$ cat config.mk
export PLATFORM = sky130hd
export DESIGN_NAME = ahb_slave_fifo_periph
export DESIGN_NICKNAME = d
export VERILOG_FILES = /design/src/rtl/ahb_slave_fifo_periph.sv
export SDC_FILE = /design/constraint.sdc
export NUM_CORES = 1
export LEC_CHECK = 0
export CAP_MARGIN = 20
export CORE_ASPECT_RATIO = 0.7
export CORE_MARGIN = 5
export CORE_UTILIZATION = 45
export DETAILED_ROUTE_END_ITERATION = 10
export PLACE_DENSITY_LB_ADDON = 0.12
export SLEW_MARGIN = 20
export SYNTH_ARGS = -nofsm -noshare
export SYNTH_HDL_FRONTEND = slang
export SYNTH_SLANG_ARGS = --single-unit
$ cat constraint.sdc
create_clock -name clk -period 10.5 [get_ports clk]
set_input_delay 2.625 -clock clk [delete_from_list [all_inputs] [get_ports clk]]
set_output_delay 2.625 -clock clk [all_outputs]
set_load 0.05 [all_outputs]
$ cat src/rtl/ahb_slave_fifo_periph.sv
// AHB-Lite subordinate wrapping a word FIFO with STATUS, WAITCFG and CTRL registers.
// Data-phase FSM inserts programmable wait states or a two-cycle ERROR response.
module ahb_slave_fifo_periph #(
   parameter int DEPTH = 16
) (
   input  logic        clk,
   input  logic        rst,
   input  logic        HSEL,
   input  logic [31:0] HADDR,
   input  logic [1:0]  HTRANS,
   input  logic        HWRITE,
   input  logic [2:0]  HSIZE,
   input  logic [31:0] HWDATA,
   input  logic        HREADY,
   output logic        HREADYOUT,
   output logic        HRESP,
   output logic [31:0] HRDATA,
   output logic        dma_req
);

   localparam int AW = (DEPTH > 1) ? $clog2(DEPTH) : 1;
   localparam logic [AW:0] FULL_CNT = (AW + 1)'(DEPTH);

   localparam logic [1:0] REG_DATA   = 2'd0;
   localparam logic [1:0] REG_STATUS = 2'd1;
   localparam logic [1:0] REG_WAIT   = 2'd2;
   localparam logic [1:0] REG_CTRL   = 2'd3;

   typedef enum logic [1:0] {ST_IDLE, ST_WAIT, ST_ERR1, ST_ERR2} state_t;

   state_t        state_reg;
   logic          pend_reg;
   logic [1:0]    pend_addr_reg;
   logic          pend_write_reg;
   logic [2:0]    wait_cnt_reg;
   logic [2:0]    waitcfg_reg;
   logic [2:0]    waitcfg_next;
   logic [AW-1:0] rd_ptr_reg;
   logic [AW-1:0] wr_ptr_reg;
   logic [AW:0]   count_reg;
   logic [AW:0]   count_next;
   logic          hreadyout_reg;
   logic          hresp_reg;
   logic [31:0]   mem [DEPTH];

   logic        fin_ok;
   logic        do_push;
   logic        do_pop;
   logic        do_cfg;
   logic        do_flush;
   logic        accept;
   logic        xfer_err;
   logic [1:0]  addr_sel;
   logic [31:0] status_word;
   logic [31:0] rdata_mux;
   logic        unused_bits;

   assign unused_bits = ^{HADDR[31:4], HADDR[1:0], HTRANS[0]};

   // A pending OKAY transfer is in its last data-phase cycle once the FSM is back in IDLE.
   assign fin_ok   = (state_reg == ST_IDLE) && pend_reg;
   assign do_push  = fin_ok &&  pend_write_reg && (pend_addr_reg == REG_DATA);
   assign do_pop   = fin_ok && !pend_write_reg && (pend_addr_reg == REG_DATA);
   assign do_cfg   = fin_ok &&  pend_write_reg && (pend_addr_reg == REG_WAIT);
   assign do_flush = fin_ok &&  pend_write_reg && (pend_addr_reg == REG_CTRL) && HWDATA[0];

   always_comb begin
      count_next = count_reg;
      if (do_flush)
         count_next = '0;
      else if (do_push)
         count_next = count_reg + 1'b1;
      else if (do_pop)
         count_next = count_reg - 1'b1;
   end

   assign waitcfg_next = do_cfg ? HWDATA[2:0] : waitcfg_reg;

   // Full/empty are judged after any commit landing on the same edge, so a
   // pipelined follow-on transfer never overflows or underflows the FIFO.
   assign addr_sel = HADDR[3:2];
   assign accept   = HSEL && HREADY && HTRANS[1] && hreadyout_reg;
   assign xfer_err = (HSIZE != 3'b010) ||
                     (HWRITE && (addr_sel == REG_STATUS)) ||
                     (HWRITE && (addr_sel == REG_DATA) && (count_next == FULL_CNT)) ||
                     (!HWRITE && (addr_sel == REG_DATA) && (count_next == '0));

   always_ff @(posedge clk or posedge rst) begin
      if (rst) begin
         state_reg      <= ST_IDLE;
         pend_reg       <= 1'b0;
         pend_addr_reg  <= '0;
         pend_write_reg <= 1'b0;
         wait_cnt_reg   <= '0;
         hreadyout_reg  <= 1'b1;
         hresp_reg      <= 1'b0;
      end else begin
         case (state_reg)
            ST_IDLE, ST_ERR2: begin
               hresp_reg <= 1'b0;
               pend_reg  <= 1'b0;
               state_reg <= ST_IDLE;
               hreadyout_reg <= 1'b1;
               if (accept) begin
                  pend_addr_reg  <= addr_sel;
                  pend_write_reg <= HWRITE;
                  if (xfer_err) begin
                     state_reg     <= ST_ERR1;
                     hreadyout_reg <= 1'b0;
                     hresp_reg     <= 1'b1;
                  end else begin
                     pend_reg <= 1'b1;
                     if (waitcfg_next != 3'd0) begin
                        state_reg     <= ST_WAIT;
                        wait_cnt_reg  <= waitcfg_next;
                        hreadyout_reg <= 1'b0;
                     end
                  end
               end
            end
            ST_WAIT: begin
               if (wait_cnt_reg <= 3'd1) begin
                  state_reg     <= ST_IDLE;
                  hreadyout_reg <= 1'b1;
               end else begin
                  wait_cnt_reg <= wait_cnt_reg - 3'd1;
               end
            end
            ST_ERR1: begin
               state_reg     <= ST_ERR2;
               hreadyout_reg <= 1'b1;
               hresp_reg     <= 1'b1;
            end
            default: begin
               state_reg     <= ST_IDLE;
               hreadyout_reg <= 1'b1;
               hresp_reg     <= 1'b0;
            end
         endcase
      end
   end

   always_ff @(posedge clk or posedge rst) begin
      if (rst) begin
         rd_ptr_reg  <= '0;
         wr_ptr_reg  <= '0;
         count_reg   <= '0;
         waitcfg_reg <= '0;
      end else begin
         waitcfg_reg <= waitcfg_next;
         count_reg   <= count_next;
         if (do_flush) begin
            rd_ptr_reg <= '0;
            wr_ptr_reg <= '0;
         end else begin
            if (do_push)
               wr_ptr_reg <= wr_ptr_reg + 1'b1;
            if (do_pop)
               rd_ptr_reg <= rd_ptr_reg + 1'b1;
         end
      end
   end

   // Storage is not cleared by reset or flush; only the pointers move.
   always_ff @(posedge clk) begin
      if (do_push)
         mem[wr_ptr_reg] <= HWDATA;
   end

   always_comb begin
      status_word      = '0;
      status_word[4:0] = 5'(count_reg);
      status_word[5]   = (count_reg == '0);
      status_word[6]   = (count_reg == FULL_CNT);
   end

   always_comb begin
      rdata_mux = '0;
      if (fin_ok && !pend_write_reg) begin
         case (pend_addr_reg)
            REG_DATA:   rdata_mux = mem[rd_ptr_reg];
            REG_STATUS: rdata_mux = status_word;
            REG_WAIT:   rdata_mux = {29'd0, waitcfg_reg};
            default:    rdata_mux = '0;
         endcase
      end
   end

   assign HRDATA    = rdata_mux;
   assign HREADYOUT = hreadyout_reg;
   assign HRESP     = hresp_reg;
   assign dma_req   = (count_reg != '0);

endmodule

=== Word-level counts from Yosys, hierarchy flattened ===
Memories as Yosys holds them, arrays and structs flattened.
Cells that the tools add are included.

* Bits in registers: 27
* Memories kept: 1
* Bits in writable memories: 512

* Reductions and logical operators: 35
* Equality and inequality tests: 15
* $lt $le $gt $ge: 1
* Multiplexer cells: 32
* $add $sub $neg: 5

{| class="wikitable"
|+ Memory list
! memory !! depth !! bits a word !! read ports !! clocked after Yosys merged registers in !! wr ports !! line !! RTL
|-
| mem || 16 || 32 || 1 || 0 || 1 || 44 || <nowiki>logic [31:0] mem [DEPTH];</nowiki>
|}

{| class="wikitable"
|+ Operators by type and width
! cell !! number
|-
| 32-bit case mux with 3 select lines || 1
|-
| 32-bit 2-to-1 mux || 1
|-
| 1-bit logical AND || 16
|-
| 4-bit 2-to-1 mux || 4
|-
| 3-bit 2-to-1 mux || 5
|-
| 5-bit 2-to-1 mux || 3
|-
| 1-bit 2-to-1 mux || 11
|-
| 5-bit == test (second input constant) || 2
|-
| 5-bit logical NOT || 2
|-
| 2-bit inequality test (second input constant) || 5
|-
| 4-bit by 1-bit adder with 4-bit output (second input constant) || 2
|-
| 2-bit == test (second input constant) || 4
|-
| 2-bit nonzero test || 4
|-
| 2-bit by 1-bit == test with 1-bit output (second input constant) || 3
|-
| 2-bit logical NOT || 3
|-
| 2-bit 2-to-1 mux || 3
|-
| 2-bit case mux with 3 select lines || 1
|-
| 3-bit case mux with 2 select lines || 1
|-
| 5-bit by 1-bit adder with 5-bit output (second input constant) || 1
|-
| 5-bit AND reduction || 1
|-
| 5-bit nonzero test || 1
|-
| 5-bit by 1-bit subtractor with 5-bit output (second input constant) || 1
|-
| 3-bit by 1-bit less-or-equal comparator with 1-bit output (second input constant) || 1
|-
| 1-bit logical OR || 3
|-
| 8 further kinds || 9
|}

=== Depth between registers and ports, before layout ===
Gate-level depths: netlist (run 1).

* Word-level depth: 14
* Depth in mapped cells: 9
* Depth with buffers taken out: 9

=== Worst setup path after synthesis (run 1) ===
OpenSTA, ideal clock, no wires.

* Kind: register to output
* Start point: register rd_ptr_reg[2]
* End point: output HRDATA[0]
* Required time: 7.875 ns
* Cell stages (with the launch flop): 10
* Arrival time: 2.848 ns
* Setup slack: 5.027 ns
* Cells stage by stage: dfrtp_1 > clkbuf_1 > buf_1 > buf_2 > clkbuf_1 > a211oi_1 > a211oi_1 > a21oi_1 > a2bb2oi_1 > nor3_1

* Longest elaborated chain between the ends: 3

{| class="wikitable"
|+ Ends and longest elaborated chain
! item !! line !! RTL
|-
| start, declared || 38 || <nowiki>logic [AW-1:0] rd_ptr_reg;</nowiki>
|-
| start signal, assigned || 159 || <nowiki>rd_ptr_reg <= rd_ptr_reg + 1'b1;</nowiki>
|-
| memory read 16 x 32 bit || n/a ||
|-
| 32-bit case mux with 3 select lines || 180 || <nowiki>case (pend_addr_reg)</nowiki>
|-
| 32-bit 2-to-1 mux || 179 || <nowiki>if (fin_ok && !pend_write_reg) begin</nowiki>
|-
| end, declared || 17 || <nowiki>output logic [31:0] HRDATA,</nowiki>
|}

Every way passes these cells.

=== Final worst setup path (run 1) ===
* Start point: register rd_ptr_reg[0]
* End point: output HRDATA[2]

The elaborated chain is that of the path after synthesis.

==> flow_metrics.env, run 1 <==
export IMPL_min_from="HREADYOUT"
export IMPL_slew_violations=0
export IMPL_maxCapViolations=0
export IMPL_reg2reg_slack_ns=7.10
export IMPL_setup_ws_ns=3.31
export IMPL_pre_cts_slack_ns=3.80
export IMPL_globalplace_congestion=0.755
export IMPL_path_depth=9
export IMPL_rr_startpoint="state_reg[0]"
export IMPL_grt_pass1_vias=10400
export IMPL_final_setup_tns_ns=0
export IMPL_drtPass1Iterations=5
export IMPL_r2r_end="mem[10][25]"
export IMPL_drive_gt1_share_pct=25.7
export IMPL_cpMostUsedCell="a211oi_1"
export IMPL_yosysSeqAreaShare_pct=75.3
export IMPL_boundaryPins=109
export IMPL_ys_async_sr_fraction_pct=5.01
export IMPL_skew_ns=0.0141
export IMPL_route_detailed_drc=0
export IMPL_synth_area_leaders="edfxtp_1, mux4_2, dfrtp_1"
export IMPL_tightest_slew_ns=1.03
export IMPL_placed_cell_area_um2=22900
export IMPL_core_area_um2=46700
export IMPL_fin_hold_ws_ns=0.517
export IMPL_antenna_left=0
export IMPL_cp_required_ns=7.88
export IMPL_grt_ovfl_total=0
export IMPL_cts_tree="yes"
export IMPL_synth_area_leader_cell="edfxtp_1"
export IMPL_cts_setup_buffers=0
export IMPL_post_route_util_pct=52.5
export IMPL_largest_reg_flops=512
export IMPL_numPlacedInstances=1636
export IMPL_drt_iter0_drc=848
export IMPL_cts_buffer_depth=3
export IMPL_pwr_share_clk_pct=34.8
export IMPL_p_per_area_nw_per_um2=206
export IMPL_synth_edff_count=512
export IMPL_p_comb_share_pct=15.3
export IMPL_vias_per_cell=5.74
export IMPL_synth_cells=974
export IMPL_relSlewSlack_pct=31.5
export IMPL_finalCritPeriodShare_pct=68.5
export IMPL_outcome="finished clean"
export IMPL_p_int_mw=3.80
export IMPL_vdd_ir_drop_max_mv=0.126
export IMPL_syn_num_nets=1060
export IMPL_grt_usage_pct=18.0
export IMPL_setup_viol=0
export IMPL_sequentialPowerShare_pct=49.9
export IMPL_min_period_ns=7.19
export IMPL_synth_common_cells="edfxtp_1, mux4_2, and2_1, nor2_1"
export IMPL_postSynth_topFlopCell="edfxtp_1"
export IMPL_critPathMaxFanout=35
export IMPL_ys_ff_latch=539
export IMPL_num_nets_final=1162
export IMPL_die_w_um=270
export IMPL_rsz0062_at_grt="no"
export IMPL_hold_depth=2
export IMPL_wirelength_um=46200
export IMPL_power_total_mw=5.04
export IMPL_crit_chain="buf_4 > mux4_2 > nor2b_1 > a211oi_1 > a211oi_1 > a21oi_1 > a2bb2oi_1 > nor3_1 > clkdlybuf4s50_1"
export IMPL_htreeDepth=2
export IMPL_cts_hold_buf=0
export IMPL_hold_viol_final=0
export IMPL_wire_per_inst_um=26.8
export IMPL_post_cts_resize_count=0
export IMPL_critPathSlowestCell="dfrtp_4"
export IMPL_yosysMostFrequentCell="edfxtp_1"
export IMPL_synth_area_um2=21300
export IMPL_critPathArrivalTime_ns=4.57
export IMPL_cp_start_kind="flip-flop"
export IMPL_dp_final_hpwl_um=24200
export IMPL_vias=9906
export IMPL_crit_type="flip-flop to primary output"
export IMPL_clk_pin_slew_ns=0.06
export IMPL_start_util_pct=45.7
export IMPL_synthToLayoutAreaGrowth_pct=14.8
export IMPL_power_leakage_nw=7.88
export IMPL_min_delay_path_class="flip-flop to flip-flop"
export IMPL_path_delay_family="buffers and inverters"
export IMPL_grt_pass1_wl_um=69500
export IMPL_worstSkewPairLatency_ns=0.56
export IMPL_min_to="HREADYOUT"
export IMPL_fp_dieArea_um2=51900
export IMPL_num_rows=66
export IMPL_max_stage_delay_ns=0.90
export IMPL_fmax_ghz=0.139
export IMPL_crit_buf_inv=2
export IMPL_cts_made_buffers=50
export IMPL_syn_avg_cell_area_um2=21.9
export IMPL_clockRootBuffer="clkbuf_16"
export IMPL_netSwitchingFraction_pct=24.6
export IMPL_grt_max_degree=63
export IMPL_switching_power_mw=1.24
export IMPL_port_buffers=77
export IMPL_instances_no_fill=1726
export IMPL_antenna_cells=0
export IMPL_design_area_um2=24500
export IMPL_r2r_cells=7
export IMPL_yosysTopAreaCellShare_pct=72.1
export IMPL_die_height_um=192
export IMPL_clock_sinks=539
export IMPL_yosysWarnings=0
export IMPL_synth_distinct_cells=55
export IMPL_cp_end_kind="primary output"
export IMPL_antenna_found_initial=2
-- final cells by class --
cell class	instances	area (µm²)
Inverter	15	56.3
Fill cell	3584	22200
Sequential cell	539	16100
Clock buffer	75	1450
Tap cell	612	766
Timing Repair Buffer	101	951
Clock inverter	15	123
Multi-Input combinational cell	369	5070
-- metal layers --
layer / up-vias / part of all wire (%) / track usage, %
met1: 5367 / 47 / 27.1
met2: 223 / 47 / 28.6
met5: - / 0.028 / 0
met3: 43 / 4.5 / 2.83
li1: 4271 / - / -
met4: 2 / 1.1 / 3.07
-- cell usage in the layout, fill, tap and decap left out, types with 15 or more instances in the layout --
cell / synthesis / routed
buf_4: 0 / 24
nor2_1: 28 / 23
inv_1: 15 / 15
nand2_1: 20 / 20
mux4_2: 156 / 156
dfrtp_1: 26 / 22
clkdlybuf4s50_1: 0 / 77
edfxtp_1: 512 / 512
clkbuf_16: 0 / 53
and2_1: 35 / 27
clkbuf_1: 26 / 18
-- power by group through the flow --
| stage | Sequential [mW] | Clock [mW] | Combinational, mW |
|---|---|---|---|
| after floorplan | 2.47 | 0 | 0.647 |
| after global placement | 2.56 | 0 | 0.774 |
| after detailed placement | 2.56 | 0 | 0.781 |
| after CTS | 2.52 | 1.80 | 0.784 |
| after global routing | 2.53 | 1.90 | 0.835 |
| final | 2.51 | 1.76 | 0.769 |
-- worst min-delay path, cell delays in order, from the launching register on --
cell and delay (ns):
dfstp_2 0.38, nor2_1 0.09, a31oi_1 0.05
-- worst max path at each step --
stage / from / end / slack [ns]
6_report: rd_ptr_reg[0] / HRDATA[2] / 3.31
3_5_place_dp: rd_ptr_reg[0] / HRDATA[2] / 3.80
3_3_place_gp: rd_ptr_reg[0] / HRDATA[2] / 3.76
2_1_floorplan: rd_ptr_reg[2] / HRDATA[0] / 5.03
5_1_grt: rd_ptr_reg[0] / HRDATA[1] / 2.98
4_1_cts: rd_ptr_reg[0] / HRDATA[2] / 3.18
-- kinds of logic after synthesis --
family	Yosys count	share of synthesized area, %
adder cells (fa/ha/maj)	12	0.704
AO/OA/AOI/OAI	51	1.72
flip-flops	539	75.3
multiplexers	172	17.3
XOR/XNOR	7	0.288
buffers and inverters	66	1.27
AND/OR/NAND/NOR	127	3.44
(Power assumes the default switching activity.)
==> inputs of run 2 (changes only) <==
==> constraint.sdc (replaced) <==
create_clock -name clk -period 7.5 [get_ports clk]
set_input_delay 1.875 -clock clk [delete_from_list [all_inputs] [get_ports clk]]
set_output_delay 1.875 -clock clk [all_outputs]
set_load 0.05 [all_outputs]
==> run 2 against run 1 <==
Clock-buffer cell count shrank 10. Critical path depth shrank 3. Sequential power grew 42%. First-iteration DRC count shrank 16%. Combinational power grew 35%. Sequential cell count is the same. Critical path type unchanged. Critical endpoint is now HRDATA[3]. Largest power group unchanged.
==> flow_metrics.env, run 2 (synthesized netlist as in run 1, its figures left out) <==
export IMPL_drive_gt1_share_pct=25.6
export IMPL_relSlewSlack_pct=31.4
export IMPL_critPathArrivalTime_ns=3.90
export IMPL_num_rows=66
export IMPL_antenna_found_initial=1
export IMPL_globalplace_congestion=0.777
export IMPL_route_detailed_drc=0
export IMPL_htreeDepth=2
export IMPL_p_per_area_nw_per_um2=289
export IMPL_hold_depth=2
export IMPL_grt_max_degree=54
export IMPL_fp_dieArea_um2=51900
export IMPL_outcome="finished clean"
export IMPL_synthToLayoutAreaGrowth_pct=15.0
export IMPL_drtPass1Iterations=4
export IMPL_clock_sinks=539
export IMPL_vias_per_cell=5.73
export IMPL_die_height_um=192
export IMPL_antenna_cells=0
export IMPL_tightest_slew_ns=1.03
export IMPL_final_setup_tns_ns=0
export IMPL_r2r_end="mem[15][24]"
export IMPL_fmax_ghz=0.173
export IMPL_worstSkewPairLatency_ns=0.56
export IMPL_num_nets_final=1166
export IMPL_largest_reg_flops=512
export IMPL_power_total_mw=7.08
export IMPL_grt_pass1_vias=10300
export IMPL_rsz0062_at_grt="no"
export IMPL_boundaryPins=109
export IMPL_multi_input_area_um2=5070
export IMPL_finalCritPeriodShare_pct=77.1
export IMPL_vdd_ir_drop_max_mv=0.192
export IMPL_fin_hold_ws_ns=0.511
export IMPL_min_period_ns=5.78
export IMPL_skew_ns=0.0114
export IMPL_wirelength_um=46400
export IMPL_wire_per_inst_um=26.8
export IMPL_cts_setup_buffers=0
export IMPL_vias=9914
export IMPL_cts_hold_buf=0
export IMPL_final_common_cell="edfxtp_1"
export IMPL_min_delay_path_class="flip-flop to flip-flop"
export IMPL_reg2reg_slack_ns=4.12
export IMPL_fill_cells=3605
export IMPL_hold_viol_final=0
export IMPL_port_buffers=77
export IMPL_start_util_pct=45.7
export IMPL_layout_common_cells="edfxtp_1, mux4_2, clkdlybuf4s50_1"
export IMPL_post_cts_resize_count=0
export IMPL_post_route_util_pct=52.6
export IMPL_cts_made_buffers=51
export IMPL_antenna_left=0
export IMPL_cp_start_kind="flip-flop"
export IMPL_design_area_um2=24500
export IMPL_maxCapViolations=0
export IMPL_rr_startpoint="state_reg[0]"
export IMPL_clk_pin_slew_ns=0.06
export IMPL_die_w_um=270
export IMPL_slew_violations=0
export IMPL_crit_type="flip-flop to primary output"
export IMPL_grt_pass1_wl_um=69200
export IMPL_startpoint="rd_ptr_reg[0]"
export IMPL_core_area_um2=46700
export IMPL_cts_tree="yes"
export IMPL_placed_cell_area_um2=22900
export IMPL_drt_iter0_drc=711
export IMPL_clockRootBuffer="clkbuf_16"
export IMPL_r2r_cells=7
export IMPL_critPathCapture="HRDATA[3]"
export IMPL_cp_required_ns=5.62
export IMPL_cp_end_kind="primary output"
export IMPL_grt_usage_pct=18.1
export IMPL_dp_final_hpwl_um=25000
export IMPL_grt_ovfl_total=0
export IMPL_cts_buffer_depth=3
export IMPL_setup_viol=0
export IMPL_critPathMaxFanout=35
export IMPL_register_area_um2=16100
export IMPL_power_leakage_nw=7.90
==> run 2: critical path: stages, from the launching register on <==
cell             delay [ns]
dfrtp_4                0.62
buf_4                  0.64
mux4_2                 0.59
mux4_2                 0.55
mux2i_1                0.16
nor2_1                 0.05
clkdlybuf4s50_1        0.71
==> run 2: final cells by class <==
type,count,area share (%)
Clock buffer,65,5.59
Inverter,15,0.230
Timing Repair Buffer,104,4.02
Clock inverter,26,0.877
Multi-Input combinational cell,369,20.7
Tap cell,612,3.12
Sequential cell,539,65.5
==> run 2: worst min path at each step <==
stage / startpoint / endpoint / slack [ns]
global route: state_reg[0] / state_reg[0] / 0.57
CTS: HREADYOUT / HREADYOUT / 0.51
detailed placement: HREADYOUT / HREADYOUT / 0.50
global placement: HREADYOUT / HREADYOUT / 0.50
floorplan: state_reg[1] / state_reg[1] / 0.51
finish: HREADYOUT / HREADYOUT / 0.51
==> run 2: through the flow <==
stage	setup WS, ns	instances
6_report	1.72	1730
5_1_grt	1.48	1730
4_1_cts	1.61	1730
3_5_place_dp	2.21	1639
3_3_place_gp	2.20	1639
2_1_floorplan	2.78	974
==> run 2: where the power goes <==
group	switching (mW)	internal [mW]	total, mW
Combinational	0.459	0.585	1.04
Sequential	0.214	3.34	3.56
Clock	1.06	1.42	2.48
Total	1.73	5.35	7.08
==> run 2: metal layers <==
layer / up-vias / part of all wire [%] / track usage (%)
li1: 4279 / - / -
met1: 5389 / 47 / 27.2
met2: 197 / 48 / 28.9
met3: 47 / 4.1 / 2.73
met4: 2 / 1.2 / 3.07
met5: - / 0.028 / 0
==> inputs of run 3 (changes only) <==
==> constraint.sdc (replaced) <==
create_clock -name clk -period 5.3 [get_ports clk]
set_input_delay 1.325 -clock clk [delete_from_list [all_inputs] [get_ports clk]]
set_output_delay 1.325 -clock clk [all_outputs]
set_load 0.05 [all_outputs]
==> run 3 against run 2 <==
Register-to-register slack got worse by 2.1 ns. Utilization up 0.37 points. Clock skew up 0.0061 ns. Via count is 0.79% higher.
==> flow_metrics.env, run 3 (synthesized netlist as in run 1, its figures left out) <==
export IMPL_largest_reg_flops=512
export IMPL_outcome="finished clean"
export IMPL_crit_type="flip-flop to primary output"
export IMPL_fill_cells=3628
export IMPL_vias_per_cell=5.74
export IMPL_antenna_found_initial=1
export IMPL_wire_per_inst_um=26.6
export IMPL_wirelength_um=46300
export IMPL_cts_buffer_depth=3
export IMPL_relSlewSlack_pct=34.5
export IMPL_cts_setup_buffers=0
export IMPL_rsz0062_at_grt="no"
export IMPL_clk_pin_slew_ns=0.06
export IMPL_htreeDepth=2
export IMPL_boundaryPins=109
export IMPL_tightest_slew_ns=0.983
export IMPL_clock_sinks=539
export IMPL_cp_required_ns=3.97
export IMPL_num_nets_final=1176
export IMPL_globalplace_congestion=0.769
export IMPL_skew_ns=0.0175
export IMPL_num_rows=66
export IMPL_grt_pass1_wl_um=69300
export IMPL_final_setup_tns_ns=0
export IMPL_layout_common_cells="edfxtp_1, mux4_2, clkdlybuf4s50_1"
export IMPL_antenna_left=0
export IMPL_finalCritPeriodShare_pct=95.8
export IMPL_synthToLayoutAreaGrowth_pct=15.9
export IMPL_sequentialPowerShare_pct=48.9
export IMPL_grt_usage_pct=18.0
export IMPL_critPathSlowestCell="clkdlybuf4s50_1"
export IMPL_min_delay_path_class="flip-flop to flip-flop"
export IMPL_setup_viol=0
export IMPL_pre_cts_slack_ns=0.760
export IMPL_setup_ws_ns=0.222
export IMPL_grt_pass1_vias=10400
export IMPL_cts_hold_buf=0
export IMPL_p_per_area_nw_per_um2=411
export IMPL_vdd_ir_drop_max_mv=0.280
export IMPL_cts_made_buffers=51
export IMPL_clockRootBuffer="clkbuf_16"
export IMPL_post_cts_resize_count=0
export IMPL_grt_ovfl_total=0
export IMPL_final_common_cell="edfxtp_1"
export IMPL_max_stage_delay_ns=0.83
export IMPL_min_period_ns=5.08
export IMPL_dp_final_hpwl_um=26100
export IMPL_pwr_share_clk_pct=35.4
export IMPL_fmax_ghz=0.197
export IMPL_crit_buf_inv=3
export IMPL_drt_iter0_drc=800
export IMPL_power_leakage_nw=8.02
export IMPL_netSwitchingFraction_pct=24.9
export IMPL_critPathMaxFanout=11
export IMPL_p_int_mw=7.62
export IMPL_slew_violations=0
export IMPL_critPathArrivalTime_ns=3.75
export IMPL_instances_no_fill=1742
export IMPL_maxCapViolations=0
export IMPL_cts_tree="yes"
export IMPL_numPlacedInstances=1649
export IMPL_switching_power_mw=2.52
export IMPL_drtPass1Iterations=5
export IMPL_crit_chain="inv_1 > ha_1 > nand2_1 > or3_1 > nor2_4 > buf_4 > and2_1 > clkdlybuf4s50_1"
export IMPL_vias=9992
export IMPL_start_util_pct=45.7
export IMPL_die_height_um=192
export IMPL_cp_start_kind="flip-flop"
export IMPL_antenna_cells=0
export IMPL_cp_end_kind="primary output"
export IMPL_core_area_um2=46700
export IMPL_port_buffers=77
export IMPL_grt_max_degree=42
export IMPL_worstSkewPairLatency_ns=0.57
export IMPL_hold_viol_final=0
export IMPL_die_w_um=270
export IMPL_fp_dieArea_um2=51900
export IMPL_path_delay_family="simple AND/OR/NAND/NOR gates"
export IMPL_drive_gt1_share_pct=27.4
export IMPL_p_comb_share_pct=15.7
export IMPL_route_detailed_drc=0
-- run 3: cell count changes in the layout (fill, tap and decap cells not counted), sizes merged --
cell,previous run,this run
buf,27,42
clkbuf,65,58
clkdlybuf4s50,77,72
clkinv,21,24
clkinvlp,1,4
inv,15,17
bufinv,4,5
-- run 3: power groups by stage --
stage / clock network [mW] / registers [mW] / logic [mW]
2_1_floorplan: 0 / 4.88 / 1.28
3_3_place_gp: 0 / 5.05 / 1.60
3_5_place_dp: 0 / 5.06 / 1.62
4_1_cts: 3.66 / 4.97 / 1.62
5_1_grt: 3.87 / 4.98 / 1.73
6_report: 3.59 / 4.96 / 1.59
-- run 3: layout make-up --
type / instances / area [µm²] / area share, %
clock buffers: 58 / 1320 / 5.36
multi-input cells: 369 / 5090 / 20.6
repair buffers: 114 / 1090 / 4.40
clock inverters: 35 / 319 / 1.29
well taps: 612 / 766 / 3.10
inverters: 15 / 56.3 / 0.228
flip-flops and latches: 539 / 16100 / 65.0
-- run 3: through the flow --
step	power (mW)	area (µm²)	hold slack, ns	util, %
global route	10.6	24700	0.549	52.9
finish	10.1	24700	0.519	52.9
global placement	6.65	23000	0.500	49.4
CTS	10.3	24700	0.522	52.9
floorplan	6.17	21300	0.508	-
detailed placement	6.68	23100	0.513	49.4
-- run 3: worst paths after layout --
| kind | from | end | slack (ns) | cells past startpoint |
|---|---|---|---|---|
| max reg2reg | state_reg[0] | mem[9][28] | 1.98 | 7 |
| min | HREADYOUT | HREADYOUT | 0.52 | 2 |
| max | state_reg[0] | HRDATA[30] | 0.22 | 8 |
| max in group asynchronous | rst | HREADYOUT | 3.84 | 3 |
| min in group asynchronous | rst | count_reg[3] | 1.13 | 3 |
| min reg2reg | HREADYOUT | HREADYOUT | 0.52 | 2 |
-- run 3: worst reg2reg max path, delay by kind of cell, from the launching register on --
family        cells  cell delay [ns]
flops             1             0.40
fa+ha+maj         1             0.29
simple gates      4             1.88
buf+inv           2             0.47
-- run 3: routing by layer --
| metal | vias up | wire, µm | GRT usage [%] |
|---|---|---|---|
| met3 | 60 | 2260 | 2.87 |
| li1 | 4308 | - | - |
| met2 | 223 | 22000 | 28.8 |
| met5 | - | 13 | 0 |
| met1 | 5399 | 21400 | 26.9 |
| met4 | 2 | 712 | 3.34 |
